**src/rtl/traffic_pkg.sv**
```systemverilog
// traffic_pkg: phase encoding, lamp codes and timer sizing shared by the traffic controller.
package traffic_pkg;
    typedef enum logic [1:0] {GREEN = 2'd0, YELLOW = 2'd1, ALLRED = 2'd2} phase_t;
    localparam logic [2:0] LT_RED = 3'b100;
    localparam logic [2:0] LT_YEL = 3'b010;
    localparam logic [2:0] LT_GRN = 3'b001;
    function automatic int tmr_w(input int g, input int y, input int a);
        int m;
        m = (g > y) ? g : y;
        m = (m > a) ? m : a;
        return (m > 1) ? $clog2(m) : 1;
    endfunction
endpackage

```
**src/rtl/traffic_rr_pick.sv**
```systemverilog
// traffic_rr_pick: first set request after active_idx, wrapping, never returning active_idx itself.
module traffic_rr_pick #(
    parameter int N_APPR = 4
) (
    input  logic [N_APPR-1:0]         req,
    input  logic [$clog2(N_APPR)-1:0] active_idx,
    output logic [$clog2(N_APPR)-1:0] nxt_idx,
    output logic                      found
);
    localparam int IW = $clog2(N_APPR);
    logic [IW-1:0] j;
    always_comb begin
        nxt_idx = active_idx;
        found = 1'b0;
        j = '0;
        // Walk from the farthest candidate back so the nearest one is the last to land.
        for (int k = N_APPR - 1; k >= 1; k--) begin
            j = IW'((int'(active_idx) + k) % N_APPR);
            if (req[j]) begin
                nxt_idx = j;
                found = 1'b1;
            end
        end
    end
endmodule

```
**src/rtl/traffic_light_nway.sv**
```systemverilog
// traffic_light_nway: N-approach signal controller with latched demand, round-robin service,
// gap-out/max-out green termination, yellow and all-red clearance, optional home recall.
module traffic_light_nway
    import traffic_pkg::*;
#(
    parameter int N_APPR      = 4,
    parameter int GREEN_MIN   = 8,
    parameter int GREEN_MAX   = 32,
    parameter int YELLOW_T    = 3,
    parameter int ALLRED_T    = 2,
    parameter int HOME_RECALL = 1
) (
    input  logic                      clk,
    input  logic                      rst_n,
    input  logic [N_APPR-1:0]         sensor,
    output logic [3*N_APPR-1:0]       light,
    output logic [$clog2(N_APPR)-1:0] active_idx,
    output logic [1:0]                phase,
    output logic [N_APPR-1:0]         req_pend
);
    localparam int IW = $clog2(N_APPR);
    localparam int TW = tmr_w(GREEN_MAX, YELLOW_T, ALLRED_T);
    logic [N_APPR-1:0] s_meta, s, req_q, req_d, eff_req, act_oh;
    phase_t state_q, state_d;
    logic [TW-1:0] timer_q, timer_d;
    logic [IW-1:0] active_q, active_d, nxt_q, nxt_d, pick_idx;
    logic pick_found, other, enter_green;

    always_ff @(posedge clk or negedge rst_n) begin
        if (!rst_n) begin
            s_meta   <= '0;
            s        <= '0;
            req_q    <= '0;
            state_q  <= GREEN;
            timer_q  <= '0;
            active_q <= '0;
            nxt_q    <= '0;
        end else begin
            s_meta   <= sensor;
            s        <= s_meta;
            req_q    <= req_d;
            state_q  <= state_d;
            timer_q  <= timer_d;
            active_q <= active_d;
            nxt_q    <= nxt_d;
        end
    end

    assign act_oh = N_APPR'(1) << active_q;
    assign eff_req = req_q | ((HOME_RECALL != 0 && active_q != '0) ? N_APPR'(1) : '0);
    assign other = |(eff_req & ~act_oh);
    assign enter_green = state_q == ALLRED && timer_q == TW'(ALLRED_T - 1);
    // Clearing on green entry overrides a same-cycle sensor hit on the incoming approach.
    assign req_d = (req_q | (s & ~((state_q == GREEN) ? act_oh : '0)))
                 & ~(enter_green ? N_APPR'(1) << nxt_q : '0);

    traffic_rr_pick #(.N_APPR(N_APPR)) u_pick (
        .req(eff_req),
        .active_idx(active_q),
        .nxt_idx(pick_idx),
        .found(pick_found)
    );

    always_comb begin
        state_d = state_q;
        timer_d = timer_q;
        active_d = active_q;
        nxt_d = nxt_q;
        case (state_q)
            GREEN: begin
                if (other && pick_found && ((timer_q >= TW'(GREEN_MIN - 1) && !s[active_q])
                    || timer_q == TW'(GREEN_MAX - 1))) begin
                    state_d = YELLOW;
                    timer_d = '0;
                    nxt_d = pick_idx;
                end else if (timer_q != TW'(GREEN_MAX - 1)) begin
                    timer_d = timer_q + 1'b1;
                end
            end
            YELLOW: begin
                state_d = (timer_q == TW'(YELLOW_T - 1)) ? ALLRED : YELLOW;
                timer_d = (timer_q == TW'(YELLOW_T - 1)) ? '0 : timer_q + 1'b1;
            end
            ALLRED: begin
                state_d = enter_green ? GREEN : ALLRED;
                timer_d = enter_green ? '0 : timer_q + 1'b1;
                active_d = enter_green ? nxt_q : active_q;
            end
            default: begin
                state_d = GREEN;
                timer_d = '0;
            end
        endcase
    end

    always_comb begin
        light = '0;
        for (int i = 0; i < N_APPR; i++)
            light[3*i +: 3] = (active_q == IW'(i) && state_q != ALLRED)
                            ? ((state_q == GREEN) ? LT_GRN : LT_YEL) : LT_RED;
    end

    assign active_idx = active_q;
    assign phase = state_q;
    assign req_pend = req_q;
endmodule

```
**config.mk**
```make
export PLATFORM = sky130hd
export DESIGN_NAME = traffic_light_nway
export DESIGN_NICKNAME = d
export VERILOG_FILES = /design/src/rtl/traffic_pkg.sv /design/src/rtl/traffic_rr_pick.sv /design/src/rtl/traffic_light_nway.sv
export SDC_FILE = /design/constraint.sdc
export NUM_CORES = 1
export LEC_CHECK = 0
export CELL_PAD_IN_SITES_DETAIL_PLACEMENT = 1
export CELL_PAD_IN_SITES_GLOBAL_PLACEMENT = 1
export CORE_MARGIN = 5
export CORE_UTILIZATION = 40
export CTS_BUF_LIST = sky130_fd_sc_hd__clkbuf_4
export CTS_CLUSTER_DIAMETER = 200
export DETAILED_ROUTE_END_ITERATION = 12
export PLACE_DENSITY = 0.92
export REMOVE_ABC_BUFFERS = 1
export SLEW_MARGIN = 20
export SYNTH_ARGS = -nofsm -noshare
export SYNTH_HDL_FRONTEND = slang
export SYNTH_SLANG_ARGS = --single-unit
```
**constraint.sdc**
```tcl
create_clock -name clk -period 3.04 [get_ports clk]
set_input_delay 0.304 -clock clk [delete_from_list [all_inputs] [get_ports clk]]
set_output_delay 0.304 -clock clk [all_outputs]
set_load 0.02 [all_outputs]
```
==> out/metrics.cfg, run 1 <==
[run_status]
status = completed

[worst_setup_path]
worstPathCellList = inv_1 > ha_1 > nor2b_4 > mux4_2 > a21o_1 > a2111oi_4 > nor2_1 > a21oi_1
crit_type = reg -> reg
crit_slowest_cell = dfrtp_1
endpoint_kind = register
path_max_fanout = 11
critPathRequiredTime_ps = 3290
crit_family = compound AO/OA/AOI/OAI gates
crit_path_start_kind = register
worstPathArrival_ps = 2920
critical_path.max_stage_delay_ps = 580
cp_num_buf_inv = 1

[timing]
finalCritPeriodShare_pct = 87.6
worst_pin_slew_ps = 526
tns_ps = 0
rsz0062_at_grt = false
worst_slack_ps = 376
final_hold_viol_count = 0
slew_violations = 0
setup_viol_count_final = 0
fmax_mhz = 375
period_needed_ps = 2660
fin_worst_skew_ps = 4.41
relSlewSlack_pct = 64.6

[cts]
clk_pin_slew_worst_paths_ps = 130
clock_path_buffers = 2
ctsHtreeMaxLevel = 1
root_buffer = clkbuf_4
cts_num_sinks = 23
cts_setup_buffers = 0
cts_tree = done
insertion_delay_ps = 320
numCtsBuffers = 3

[placed_design]
routabilityCongestion = 0.888
dpl.hpwl_um = 2890
dp_cells = 209
post-place-ws_ps = 341
io_buffers = 25
placed_cell_area_um2 = 1640

[die]
initial_core_util_pct = 40.8
die_area_um2 = 4610
boundaryPins = 26
die_h_um = 67.9
num_rows = 21
core_um2 = 3280
dieWidth_um = 67.9

[yosys]
ys_async_sr_fraction_pct = 100
synth-seq-area-share_pct = 43.0
yosys_warnings = 0
avgSynthCellArea_um2 = 9.57
synth_area_leaders = dfrtp_1 43%, ha_1 7.5%, nand2_1 5.3%
ys.flop_type = dfrtp_1
synth_cell_types = 40
syn_area_um2 = 1340
synth_cells = 140
synth_most_common_cell = dfrtp_1
synth_top_area_cell = dfrtp_1
synth_edf_count = 0
synth_commonest_cells = 23 x dfrtp_1, 19 x nand2_1, 14 x inv_1
synth_top_area_share_pct = 43.0
ys_ff_latch = 23

[layout]
n_antenna_cell = 0
drive_gt1_share_pct = 10.7
fin_util_pct = 51.2
register_area_um2 = 576
fin_nets = 183
fillers = 380
multiInputGateArea_um2 = 702
design_area_um2 = 1680
final_cells = 214
area_delta_synth_final_pct = 25.5

[min_path]
hold_class = reg -> reg

[route]
ant_nets = 0
detail_route.vias_per_cell = 5.45
post-route-drc-count = 0
routed_wl_um = 3640
dr.pass1.iters = 4
drtIter0Drc = 87
vias = 1167
wl_per_cell_um = 17.0

[pwr]
vdd_ir_drop_max_mv = 0.394
p_per_area_nw_per_um2 = 890
p_leak_nw = 0.764

[global_routing]
grt_util_all_layers_pct = 17.6
grt_pass1_vias = 1229
grt-ovfl-total = 0
grt_max_degree = 24
grt_first_pass_wirelength_um = 6070
antenna_found_initial = 0

[run]
drv_cap = 0

==> routing by layer <==
layer | GRT usage [%] | vias up | share of wire, %
li1 | - | 551 | -
met1 | 23.3 | 576 | 43
met2 | 29.5 | 31 | 51
met3 | 1.31 | 9 | 3.1
met4 | 8.19 | 0 | 2.9
met5 | 0 | - | 0
==> flip-flops by register name, indices dropped and copies added (netlist names) <==
name and count:
timer_q 5, s 4, active_idx 2, req_pend 4
nxt_q 2, phase 2, s_meta 4
==> cell families (layout without fill, tap and decap cells) <==
family,count (synthesis),in the layout,share of synthesized area (%)
AOI/OAI and AO/OA,34,34,18.3
adders and majority gates,8,8,7.47
buffers and inverters,18,46,5.23
DFF,23,23,43.0
muxes,5,5,6.63
and+or+nand+nor,52,52,19.4
==> worst paths after layout <==
check	from	endpoint	slack (ps)	cells after the start
setup / recovery	active_idx[1]	nxt_q[1]	380	8
hold reg to reg	s_meta[1]	s[1]	370	0
hold / removal	s_meta[1]	s[1]	370	0
max in group asynchronous	rst_n	phase[0]	2230	2
setup reg to reg	active_idx[1]	nxt_q[1]	380	8
min in group asynchronous	rst_n	s_meta[1]	470	2
==> where the power goes <==
part	leakage (nW)	switching, mW	internal, mW
combinational	0.479	0.479	0.370
sequential	0.268	0.125	0.376
clock	0.0177	0.0961	0.0494
total	0.764	0.700	0.796
==> through the flow <==
stage / total power, mW / hold slack [ps]
after floorplan: 0.992 / 8.41
after global placement: 1.29 / 333
after detailed placement: 1.34 / 336
after CTS: 1.49 / 367
after global routing: 1.60 / 379
final: 1.50 / 365
==> cell type report <==
class | count | share of cell area [%]
Multi-Input combinational cell | 99 | 41.7
Sequential cell | 23 | 34.2
Timing Repair Buffer | 27 | 15.6
Tap cell | 46 | 3.42
Inverter | 15 | 3.35
Clock buffer | 3 | 1.34
Clock inverter | 1 | 0.298
==> repair_timing <==
action,CTS,global route
hold buffers,0,1
gates resized for setup,0,1
endpoints found under the setup margin,0,1
endpoints found under the hold margin,0,23
==> layout by cell type, fill, tap and decap left out, drive strengths merged <==
master / Yosys / layout
o211ai: 1 / 1
a22o: 1 / 1
o41ai: 1 / 1
clkinv: 0 / 1
nand4b: 1 / 1
or2b: 2 / 2
o2111a: 1 / 1
o311a: 1 / 1
mux2: 1 / 1
clkbuf: 1 / 3
a2111oi: 1 / 1
ha: 8 / 8
nand3b: 1 / 1
or3: 1 / 1
a21oi: 10 / 10
mux2i: 1 / 1
buf: 2 / 2
a21o: 2 / 2
o21ai: 5 / 5
nand2: 19 / 19
a221oi: 1 / 1
a22oi: 2 / 2
inv: 15 / 15
nor3: 3 / 3
nand2b: 2 / 2
a211oi: 2 / 2
nand3: 3 / 3
mux4: 3 / 3
dfrtp: 23 / 23
and3: 2 / 2
and2: 4 / 4
a31oi: 4 / 4
a31o: 1 / 1
o311ai: 1 / 1
nor2b: 2 / 2
dlygate4sd3: 0 / 1
clkdlybuf4s50: 0 / 24
nor2: 11 / 11
nor4: 1 / 1
No activity file was read; power rests on OpenSTA's default activity.
==> run 2, diff against run 1 <==
- CTS_CLUSTER_DIAMETER: 200 -> 120
==> results of run 2 <==
Same layout as run 1: the final DEF is identical, and so are final timing and power.
==> run 3, diff against run 2 <==
- CORE_UTILIZATION: 40 -> 36
- PLACE_DENSITY: 0.92 -> 0.88
- clock period: 3.04 -> 2.34 ns (I/O delays scaled with it)
==> out/metrics.cfg, run 3 (synthesis results as in run 1) <==
[layout]
fillers = 416
final_cells = 221
top_register = timer_q
design_area_um2 = 1750
fin_util_pct = 48.1
area_delta_synth_final_pct = 30.4
largest_reg_flops = 5
drive_gt1_share_pct = 16.8
fin_nets = 188
n_antenna_cell = 0
final_cell_mix = 25 x clkdlybuf4s50_1, 22 x dfrtp_1, 19 x nand2_1
multiInputGateArea_um2 = 724
layout_commonest_cell = clkdlybuf4s50_1
register_area_um2 = 577

[route]
post-route-drc-count = 0
dr.pass1.iters = 4
vias = 1227
detail_route.vias_per_cell = 5.55
routed_wl_um = 3960
ant_nets = 0
drtIter0Drc = 98
wl_per_cell_um = 17.9

[run_status]
status = completed

[worst_setup_path]
worstPathCellList = inv_1 > ha_1 > nor2b_4 > mux4_2 > or3_2 > o211ai_1 > nand3b_1 > a21oi_2
endpoint_kind = register
crit_family = simple AND/OR/NAND/NOR gates
timing.rr.end = nxt_q[0]
cp_num_buf_inv = 1
crit_type = reg -> reg
critical_path.max_stage_delay_ps = 540
crit_slowest_cell = mux4_2
path_max_fanout = 5
worstPathArrival_ps = 2480
reg2reg_depth = 8
critPathRequiredTime_ps = 2580
rrSetupSlack_ps = 100
crit_path_start_kind = register
crit-reg2reg-launch = active_idx[0]

[timing]
setup_viol_count_final = 0
timing.hold.ws_ps = 266
finalCritPeriodShare_pct = 95.6
fmax_mhz = 447
tns_ps = 0
fin_worst_skew_ps = 3.92
period_needed_ps = 2240
relSlewSlack_pct = 58.4
worst_slack_ps = 103
rsz0062_at_grt = true
slew_violations = 0
final_hold_viol_count = 0
worst_pin_slew_ps = 618

[pwr]
p_leak_nw = 0.790
switchingPower_mw = 0.943
clockPowerShare_pct = 8.9
vdd_ir_drop_max_mv = 0.370
swShare_pct = 46.2
pwr-share-comb_pct = 59.8
seq_power_share_pct = 31.3
p_int_mw = 1.10
p_per_area_nw_per_um2 = 1170
power_mw = 2.04

[global_routing]
grt_util_all_layers_pct = 16.5
grt_first_pass_wirelength_um = 6520
grt_pass1_vias = 1295
grt_max_degree = 24
antenna_found_initial = 0
grt-ovfl-total = 0

[min_path]
hold_class = in -> async

[cts]
holdBufCountCts = 0
ctsHtreeMaxLevel = 1
insertion_delay_ps = 310
clock_path_buffers = 2
root_buffer = clkbuf_4
cts_num_sinks = 23
cts_tree = done
numCtsBuffers = 3
clk_pin_slew_worst_paths_ps = 120

[placed_design]
placed_cell_area_um2 = 1680
io_buffers = 25
dp_cells = 216
dpl.hpwl_um = 3040
routabilityCongestion = 0.956
post-place-ws_ps = 17.8

[die]
dieWidth_um = 71.0
die_area_um2 = 5040
core_um2 = 3630
num_rows = 22
boundaryPins = 26
die_h_um = 71.0
initial_core_util_pct = 36.9

[run]
drv_cap = 0

## run 3: final cells by class
cell class / instances / share of cell area (%)
well taps: 48 / 3.44
repair buffers: 32 / 17.3
clock inverters: 1 / 0.286
flip-flops and latches: 23 / 33.0
inverters: 15 / 3.22
clock buffers: 3 / 1.29
multi-input cells: 99 / 41.4
## run 3: worst max path at each step
stage,from,to,cells past startpoint,slack [ps]
after detailed placement,active_idx[1],timer_q[2],8,20
after global placement,active_idx[1],nxt_q[1],8,180
after CTS,active_idx[1],nxt_q[0],8,1
after floorplan,active_idx[0],nxt_q[1],8,-280
final,active_idx[0],nxt_q[0],8,100
after global routing,active_idx[1],timer_q[3],8,-10
## run 3: power groups by stage
| stage | Combinational (mW) | Sequential (mW) | Clock (mW) |
|---|---|---|---|
| after floorplan | 0.613 | 0.675 | 0 |
| after detailed placement | 1.16 | 0.634 | 0 |
| final | 1.22 | 0.638 | 0.181 |
| after CTS | 1.17 | 0.626 | 0.190 |
| after global placement | 1.10 | 0.619 | 0 |
| after global routing | 1.33 | 0.651 | 0.203 |
## run 3: worst register-to-register path: cells and delay by family, from the launching register on
kind | cells | cell delay (ps)
muxes | 1 | 540
adders and majority gates | 1 | 220
DFF | 1 | 360
and+or+nand+nor | 3 | 730
buffers and inverters | 1 | 60
AOI/OAI and AO/OA | 2 | 270
## run 3: metal layers
layer  global-route usage, %  vias to the layer above  share of wire [%]
met4                    7.93                        0                1.5
met5                       0                        -                  0
met3                    3.13                        4                5.9
met1                    20.2                      622                 43
met2                    27.9                       47                 49
li1                        -                      554                  -
## run 3: timing repair
action	CTS	global route
buffers inserted	0	1
resized for setup	1	7
setup endpoints to repair	1	12
pin swaps	0	3
